File: config.mk
export PLATFORM = sky130hd
export DESIGN_NAME = rgb888_to_565_byte_packer
export DESIGN_NICKNAME = d
export VERILOG_FILES = /design/src/rtl/rgb888_to_565_byte_packer.sv
export SDC_FILE = /design/constraint.sdc
export NUM_CORES = 1
export LEC_CHECK = 0
export CAP_MARGIN = 20
export CORE_MARGIN = 10
export CORE_UTILIZATION = 38
export DETAILED_ROUTE_END_ITERATION = 8
export HOLD_SLACK_MARGIN = 0.12
export PLACE_DENSITY = 0.62
export SLEW_MARGIN = 5
export SYNTH_ARGS = -nofsm -noshare
export SYNTH_HDL_FRONTEND = slang
export SYNTH_SLANG_ARGS = --single-unit
File: constraint.sdc
create_clock -name clk -period 6.75 [get_ports clk]
set_input_delay 1.0125 -clock clk [delete_from_list [all_inputs] [get_ports clk]]
set_output_delay 1.0125 -clock clk [all_outputs]
set_load 0.01 [all_outputs]
File: src/rtl/rgb888_to_565_byte_packer.sv
// RGB888 -> RGB565 encoder with optional 2x2 Bayer dither, emitting each pixel as two bytes.
// First byte valid 1 cycle after pixel accept; holds bytes and drops pix_ready while byte_ready is low.
module rgb888_to_565_byte_packer #(
  parameter int WIDTH     = 64,
  parameter int HEIGHT    = 32,
  parameter int DITHER_EN = 1,
  parameter int MSB_FIRST = 1
) (
  input  logic       clk,
  input  logic       reset,
  input  logic       pix_valid,
  output logic       pix_ready,
  input  logic [7:0] pix_r,
  input  logic [7:0] pix_g,
  input  logic [7:0] pix_b,
  input  logic       pix_sof,
  output logic       byte_valid,
  input  logic       byte_ready,
  output logic [7:0] byte_data,
  output logic       byte_last
);

  localparam int XW = (WIDTH > 1) ? $clog2(WIDTH) : 1;
  localparam int YW = (HEIGHT > 1) ? $clog2(HEIGHT) : 1;
  localparam logic [XW-1:0] X_MAX = XW'(WIDTH - 1);
  localparam logic [YW-1:0] Y_MAX = YW'(HEIGHT - 1);

  typedef enum logic [1:0] {IDLE, FIRST, SECOND} state_t;

  state_t        state, state_nxt;
  logic          accept;
  logic [XW-1:0] x, x_nxt, cur_x;
  logic [YW-1:0] y, y_nxt, cur_y;
  logic [1:0]    d;
  logic [2:0]    rb_off, g_off;
  logic [7:0]    r_sat, g_sat, b_sat;
  logic [15:0]   word_q, word_nxt;
  logic          last_q, pix_last;

  function automatic logic [7:0] sat_add(input logic [7:0] c, input logic [2:0] off);
    logic [8:0] s;
    s = {1'b0, c} + {6'b0, off};
    return s[8] ? 8'hFF : s[7:0];
  endfunction

  assign accept = pix_valid & pix_ready;

  // Encode using the coordinates of the pixel being offered; sof forces (0,0).
  always_comb begin
    cur_x = pix_sof ? '0 : x;
    cur_y = pix_sof ? '0 : y;
    case ({cur_y[0], cur_x[0]})
      2'b00:   d = 2'd0;
      2'b01:   d = 2'd2;
      2'b10:   d = 2'd3;
      default: d = 2'd1;
    endcase
    if (DITHER_EN == 0) d = 2'd0;
    rb_off   = {d, 1'b0};
    g_off    = {1'b0, d};
    r_sat    = sat_add(pix_r, rb_off);
    g_sat    = sat_add(pix_g, g_off);
    b_sat    = sat_add(pix_b, rb_off);
    word_nxt = {r_sat[7:3], g_sat[7:2], b_sat[7:3]};
    pix_last = (cur_x == X_MAX) && (cur_y == Y_MAX);
  end

  always_comb begin
    x_nxt = x;
    y_nxt = y;
    if (accept) begin
      if (cur_x == X_MAX) begin
        x_nxt = '0;
        y_nxt = (cur_y == Y_MAX) ? '0 : cur_y + YW'(1);
      end else begin
        x_nxt = cur_x + XW'(1);
        y_nxt = cur_y;
      end
    end
  end

  always_ff @(posedge clk) begin
    if (reset) begin
      x      <= '0;
      y      <= '0;
      word_q <= '0;
      last_q <= 1'b0;
    end else begin
      x <= x_nxt;
      y <= y_nxt;
      if (accept) begin
        word_q <= word_nxt;
        last_q <= pix_last;
      end
    end
  end

  always_ff @(posedge clk) begin
    if (reset) state <= IDLE;
    else       state <= state_nxt;
  end

  always_comb begin
    state_nxt = state;
    case (state)
      IDLE:    if (accept) state_nxt = FIRST;
      FIRST:   if (byte_ready) state_nxt = SECOND;
      SECOND:  if (byte_ready) state_nxt = accept ? FIRST : IDLE;
      default: state_nxt = IDLE;
    endcase
  end

  // Byte outputs come straight from registered state, so they hold while stalled.
  always_comb begin
    pix_ready  = (state == IDLE) | ((state == SECOND) & byte_ready);
    byte_valid = (state != IDLE);
    byte_data  = 8'h00;
    byte_last  = 1'b0;
    case (state)
      FIRST:  byte_data = (MSB_FIRST != 0) ? word_q[15:8] : word_q[7:0];
      SECOND: begin
        byte_data = (MSB_FIRST != 0) ? word_q[7:0] : word_q[15:8];
        byte_last = last_q;
      end
      default: ;
    endcase
  end

endmodule
==> reports/qor.csv, run 1 <==
stage,metric,value,unit
sta,fin_tns_setup,0,ps
yosys,yosys_warnings,0,
yosys,ys_types,47,
setup_path,cp-endpoint,y[2],
hold_path,hp-class,reg2reg,
sta,final_max_slew_viol_count,0,
sta,period_needed,3430,ps
place,gp_congestion,0.779,
power_and_ir_drop,peakVddDrop,103,µV
yosys,async_flop_share,0,%
clocking,hold_buffers,0,
power_and_ir_drop,power_density,192,nW/µm²
yosys,synthDominantCellAreaShare,32.2,%
place,port_buffers,37,
drt,drt_first_pass_iters,4,
setup_path,r2r_start,state[0],
drt,viasPerCell,5.46,
drt,ant_nets,0,
drt,top_layer_used,met4,
status,status,finished clean,
grt,grt_first_pass_wirelength,8.25,mm
cells_and_area,n_antenna_cell,0,
setup_path,startpoint,pix_sof,
place,pre_cts_slack,2990,ps
floorplanning,rows,25,
cells_and_area,final_nets,305,
clocking,cts_root_buffer,clkbuf_8,
yosys,synth_nets,273,
setup_path,rr_worst_depth,6,
sta,hold_viol,0,
grt,grt_util_all_layers,12.0,%
place,dp_hpwl,3.51,mm
sta,fin_skew,2.74,ps
place,dp_cells,328,
drt,wl_met1,2.30,mm
clocking,cts_buffers,5,
floorplanning,initial_core_util,39.2,%
clocking,cts_tree,yes,
yosys,synth_area,1860,µm²
yosys,ys_ff_latch,30,
grt,antenna_found_initial,0,
clocking,post_cts_resized,0,
sta,fmax,291,MHz
yosys,ys_seq_area_share,32.2,%
sta,setup_viol,0,
yosys,postSynthAreaPerCell,7.90,µm²
drt,wl_per_cell,14.3,µm
drt,wl_met3,324,µm
setup_path,r2r_setup_slack,4200,ps
cells_and_area,layout_common_cells,"nor2_1 (37), clkdlybuf4s50_1 (37), dfxtp_1 (30)",
grt,overflow,0,
setup_path,regToRegEndpoint,x[4],
setup_path,path_class,in2reg,
yosys,synthFlopType,dfxtp_1,
drt,wl_met2,2.12,mm
sta,relSlewSlack,36.0,%
cells_and_area,drive_above_1_share,5.95,%
clocking,cts_setup_buffers,0,
sta,grt_setup_unrepaired,no,
setup_path,worst_setup_path_start_kind,input pin,
grt,grt_pass1_vias,1772,
floorplanning,io_pins,40,
sta,worst_slack,3320,ps
cells_and_area,synthToLayoutAreaGrowth,26.9,%
place,placed_cell_area,2270,µm²
clocking,cts_max_path_buffers,2,
cells_and_area,stdcell_area,2370,µm²
yosys,synth_top_area_cell,dfxtp_1,
yosys,synth_area_leaders,"dfxtp_1 (32%), nor2_1 (7.4%), ha_1 (5.4%)",
drt,vias,1833,
yosys,syn-instance-count,236,
floorplanning,dieHeight,90.0,µm
setup_path,end_kind,flip-flop,
cells_and_area,final_cells,336,
sta,min_period_over_period,50.9,%
clocking,worstSkewPairLatency,280,ps
setup_path,worstPathRequired,6960,ps
clocking,clock-sinks,30,
clocking,h-tree-depth,2,
job,max_cap_viol_count,0,
drt,drtIter0Drc,98,
setup_path,worstPathArrival,3650,ps
grt,grt_max_degree,32,
setup_path,crit_fanout,19,
drt,routed_wl,4.81,mm
power_and_ir_drop,p_leak,0.829,nW
floorplanning,die_area,8110,µm²
floorplanning,coreArea,4750,µm²
yosys,synth-edff-count,0,
drt,drc_errors,0,
floorplanning,dieWidth,90.0,µm
sta,worst_pin_slew,958,ps
clocking,clkTransAtPathRegs,60,ps
## final cells by class
class                           count  area, µm²
Fill cell                         499       2390
Multi-Input combinational cell    187       1190
Sequential cell                    30        601
Timing Repair Buffer               39        385
Clock buffer                        7       86.3
Tap cell                           67       83.8
Inverter                            5       18.8
Clock inverter                      1       5.00
## report_power, final
group          switching [mW]  internal, mW  total [mW]  leakage [nW]
Combinational          0.0583        0.0488       0.107         0.535
Sequential            0.00928         0.191       0.200         0.246
Clock                  0.0651        0.0821       0.147        0.0482
## flip-flops by register name, summed over array words and instances (netlist names)
name and flops:
x 6, word_q 16, state 2, last_q 1, y 5
## metrics by stage
stage          total power, mW  util, %  hold WS (ps)
2_1_floorplan            0.267        -           448
3_3_place_gp             0.310     47.8           466
3_5_place_dp             0.311     47.8           470
4_1_cts                  0.460     49.8           486
5_1_grt                  0.483     49.8           512
6_report                 0.454     49.8           491
## cell families (layout without fill, tap and decap cells)
family          Yosys count  in the layout  share of synthesized area [%]
flops                    30             30                           32.2
compound gates           57             57                           21.4
mux                       4              4                           2.15
simple gates            118            118                           34.7
fa+ha+maj                 8              8                           5.37
buf+inv                  19             52                           4.16
## cells in the mapped netlist, drive strengths merged, types with 2 or more instances
cell,number
or4,2
a211oi,7
and2,3
nor2,37
nor2b,13
a311oi,5
and4,3
nand2b,5
and3,4
mux2i,4
inv,5
o21ai,10
nor3,13
nor3b,3
buf,3
nor4,9
a21oi,7
ha,8
o22ai,3
clkbuf,11
nand3,7
nand4,2
nor4b,2
a22oi,12
nand2,11
dfxtp,30
a21boi,3
## layer usage
metal / up-vias / global-route usage, %
li1: 937 / -
met1: 839 / 14.7
met5: - / 0
met2: 53 / 18.8
met3: 4 / 3.99
met4: 0 / 4.77
## worst min path at each step
stage,endpoint,startpoint,slack (ps),cells past startpoint
final,y[4],y[4],490,2
after global routing,x[5],x[5],510,1
after CTS,x[5],x[5],490,1
after detailed placement,x[5],x[5],470,1
after global placement,x[5],x[5],470,1
after floorplan,y[3],y[3],450,2
## critical path, cell delays in order
cell	delay (ps)
clkdlybuf4s50_1	750
nor2b_1	340
ha_1	290
nand2_2	90
nor4b_4	450
nand2_2	90
or4b_1	470
a21oi_1	150
Power figures use the tool's default switching activity.
==> inputs of run 2 (changes only) <==
clock period = 3.35 ns   (was 6.75 ns; I/O delays follow)
==> run 2 against run 1 <==
Die area unchanged. Sequential cell count did not move. Sequential power is 100% higher. Largest power group unchanged. Cell area up 1.3%. Final cell count rose by 1.2%. Clock power up 100%. First-iteration DRC count fell by 3.1%. Sequential share of layout area down 0.32 points.
==> reports/qor.csv, run 2 (same netlist as run 1, synthesis figures left out) <==
stage,metric,value,unit
status,status,finished clean,
sta,min_period_over_period,75.8,%
setup_path,path_cells,clkdlybuf4s50_1 > nor2b_1 > ha_1 > nand2_2 > nor4b_4 > nand2_2 > or4b_1 > a21oi_1,
grt,antenna_found_initial,0,
cells_and_area,n_antenna_cell,0,
hold_path,min_path_cells,1,
setup_path,regToRegEndpoint,word_q[12],
clocking,worstSkewPairLatency,280,ps
place,dp_hpwl,3.63,mm
clocking,post_cts_resized,0,
sta,relSlewSlack,34.9,%
power_and_ir_drop,peakVddDrop,175,µV
floorplanning,coreArea,4750,µm²
clocking,cts_tree,yes,
place,dp_cells,332,
drt,wl_per_cell,14.3,µm
setup_path,rr_worst_depth,7,
clocking,h-tree-depth,2,
sta,fin_skew,3.46,ps
setup_path,worstPathRequired,3540,ps
drt,viasPerCell,5.36,
place,placed_cell_area,2300,µm²
cells_and_area,final_cells,340,
setup_path,worstPathArrival,2730,ps
setup_path,cpMaxStageDelayCell,clkdlybuf4s50_1,
grt,grt_first_pass_wirelength,8.22,mm
setup_path,worst_setup_path_start_kind,input pin,
sta,worst_pin_slew,974,ps
grt,top_usage_layer,met2,
power_and_ir_drop,p_leak,0.849,nW
grt,grt_use_met1,15.2,%
setup_path,r2r_setup_slack,880,ps
drt,vias,1823,
setup_path,crit_fanout,6,
sta,period_needed,2540,ps
setup_path,critPathBufInv,1,
drt,drtIter0Drc,95,
sta,setup_viol,0,
floorplanning,io_pins,40,
setup_path,max_stage_delay,560,ps
grt,grt_use_met2,18.2,%
drt,drc_errors,0,
clocking,cts_setup_buffers,0,
drt,ant_nets,0,
grt,grt_max_degree,26,
cells_and_area,synthToLayoutAreaGrowth,28.5,%
sta,hold_viol,0,
cells_and_area,largest_reg_flops,16,
clocking,clock-sinks,30,
job,max_cap_viol_count,0,
cells_and_area,stdcell_area,2400,µm²
clocking,cts_max_path_buffers,2,
sta,final_max_slew_viol_count,0,
place,port_buffers,37,
floorplanning,dieHeight,90.0,µm
setup_path,path_class,in2reg,
setup_path,end_kind,flip-flop,
setup_path,startpoint,pix_sof,
grt,use_met3,3.99,%
cells_and_area,layout_common_cells,"nor2_1 (37), clkdlybuf4s50_1 (37), dfxtp_1 (30)",
sta,grt_setup_unrepaired,no,
setup_path,cp-endpoint,y[2],
clocking,clkTransAtPathRegs,60,ps
drt,drt_first_pass_iters,4,
sta,fmax,394,MHz
drt,routed_wl,4.86,mm
cells_and_area,top_register,word_q,
hold_path,hp-class,reg2reg,
place,gp_congestion,0.807,
floorplanning,initial_core_util,39.2,%
floorplanning,die_area,8110,µm²
cells_and_area,final_nets,309,
floorplanning,rows,25,
cells_and_area,largest_registers,"word_q (16), x (6), y (5)",
cells_and_area,drive_above_1_share,7.33,%
setup_path,crit_family,simple AND/OR/NAND/NOR gates,
grt,overflow,0,
setup_path,path_depth,8,
clocking,cts_root_buffer,clkbuf_8,
setup_path,crit_path_frequent_cell,nand2_2,
setup_path,r2r_start,state[0],
clocking,hold_buffers,0,
clocking,cts_buffers,5,
grt,grt_pass1_vias,1758,
floorplanning,dieWidth,90.0,µm
power_and_ir_drop,power_density,385,nW/µm²
grt,grt_util_all_layers,12.0,%
sta,fin_tns_setup,0,ps
-- run 2: power breakdown --
| group | switching, mW | leakage (nW) | total, mW | internal [mW] |
|---|---|---|---|---|
| clock network | 0.133 | 0.0482 | 0.299 | 0.165 |
| logic | 0.118 | 0.555 | 0.220 | 0.102 |
| registers | 0.0185 | 0.246 | 0.403 | 0.384 |
| total | 0.270 | 0.849 | 0.921 | 0.651 |
-- run 2: layout make-up --
cell class	count	area [µm²]
inverters	5	18.8
clock buffers	7	86.3
repair buffers	43	415
multi-input cells	187	1190
well taps	67	83.8
flip-flops and latches	30	601
fillers	482	2360
clock inverters	1	5.00
-- run 2: how the worst min path moves through the flow --
stage / start / to
2_1_floorplan: y[3] / y[3]
3_3_place_gp: x[5] / x[5]
3_5_place_dp: x[5] / x[5]
4_1_cts: x[5] / x[5]
5_1_grt: word_q[2] / word_q[2]
6_report: x[5] / x[5]
-- run 2: per-layer routing --
layer  share of wire [%]  vias up  wire [µm]
li1                    -      949          -
met3                 4.9        5        236
met4                 1.4        0         66
met2                  43       38       2080
met5                   0        -          0
met1                  51      831       2470
-- run 2: per-stage QoR --
step	hold WS [ps]	total power [mW]	setup slack, ps	util, %
6_report	486	0.921	810	50.4
5_1_grt	519	0.974	629	50.4
4_1_cts	485	0.933	809	50.4
3_5_place_dp	472	0.631	538	48.5
3_3_place_gp	468	0.629	538	48.5
2_1_floorplan	448	0.538	976	-
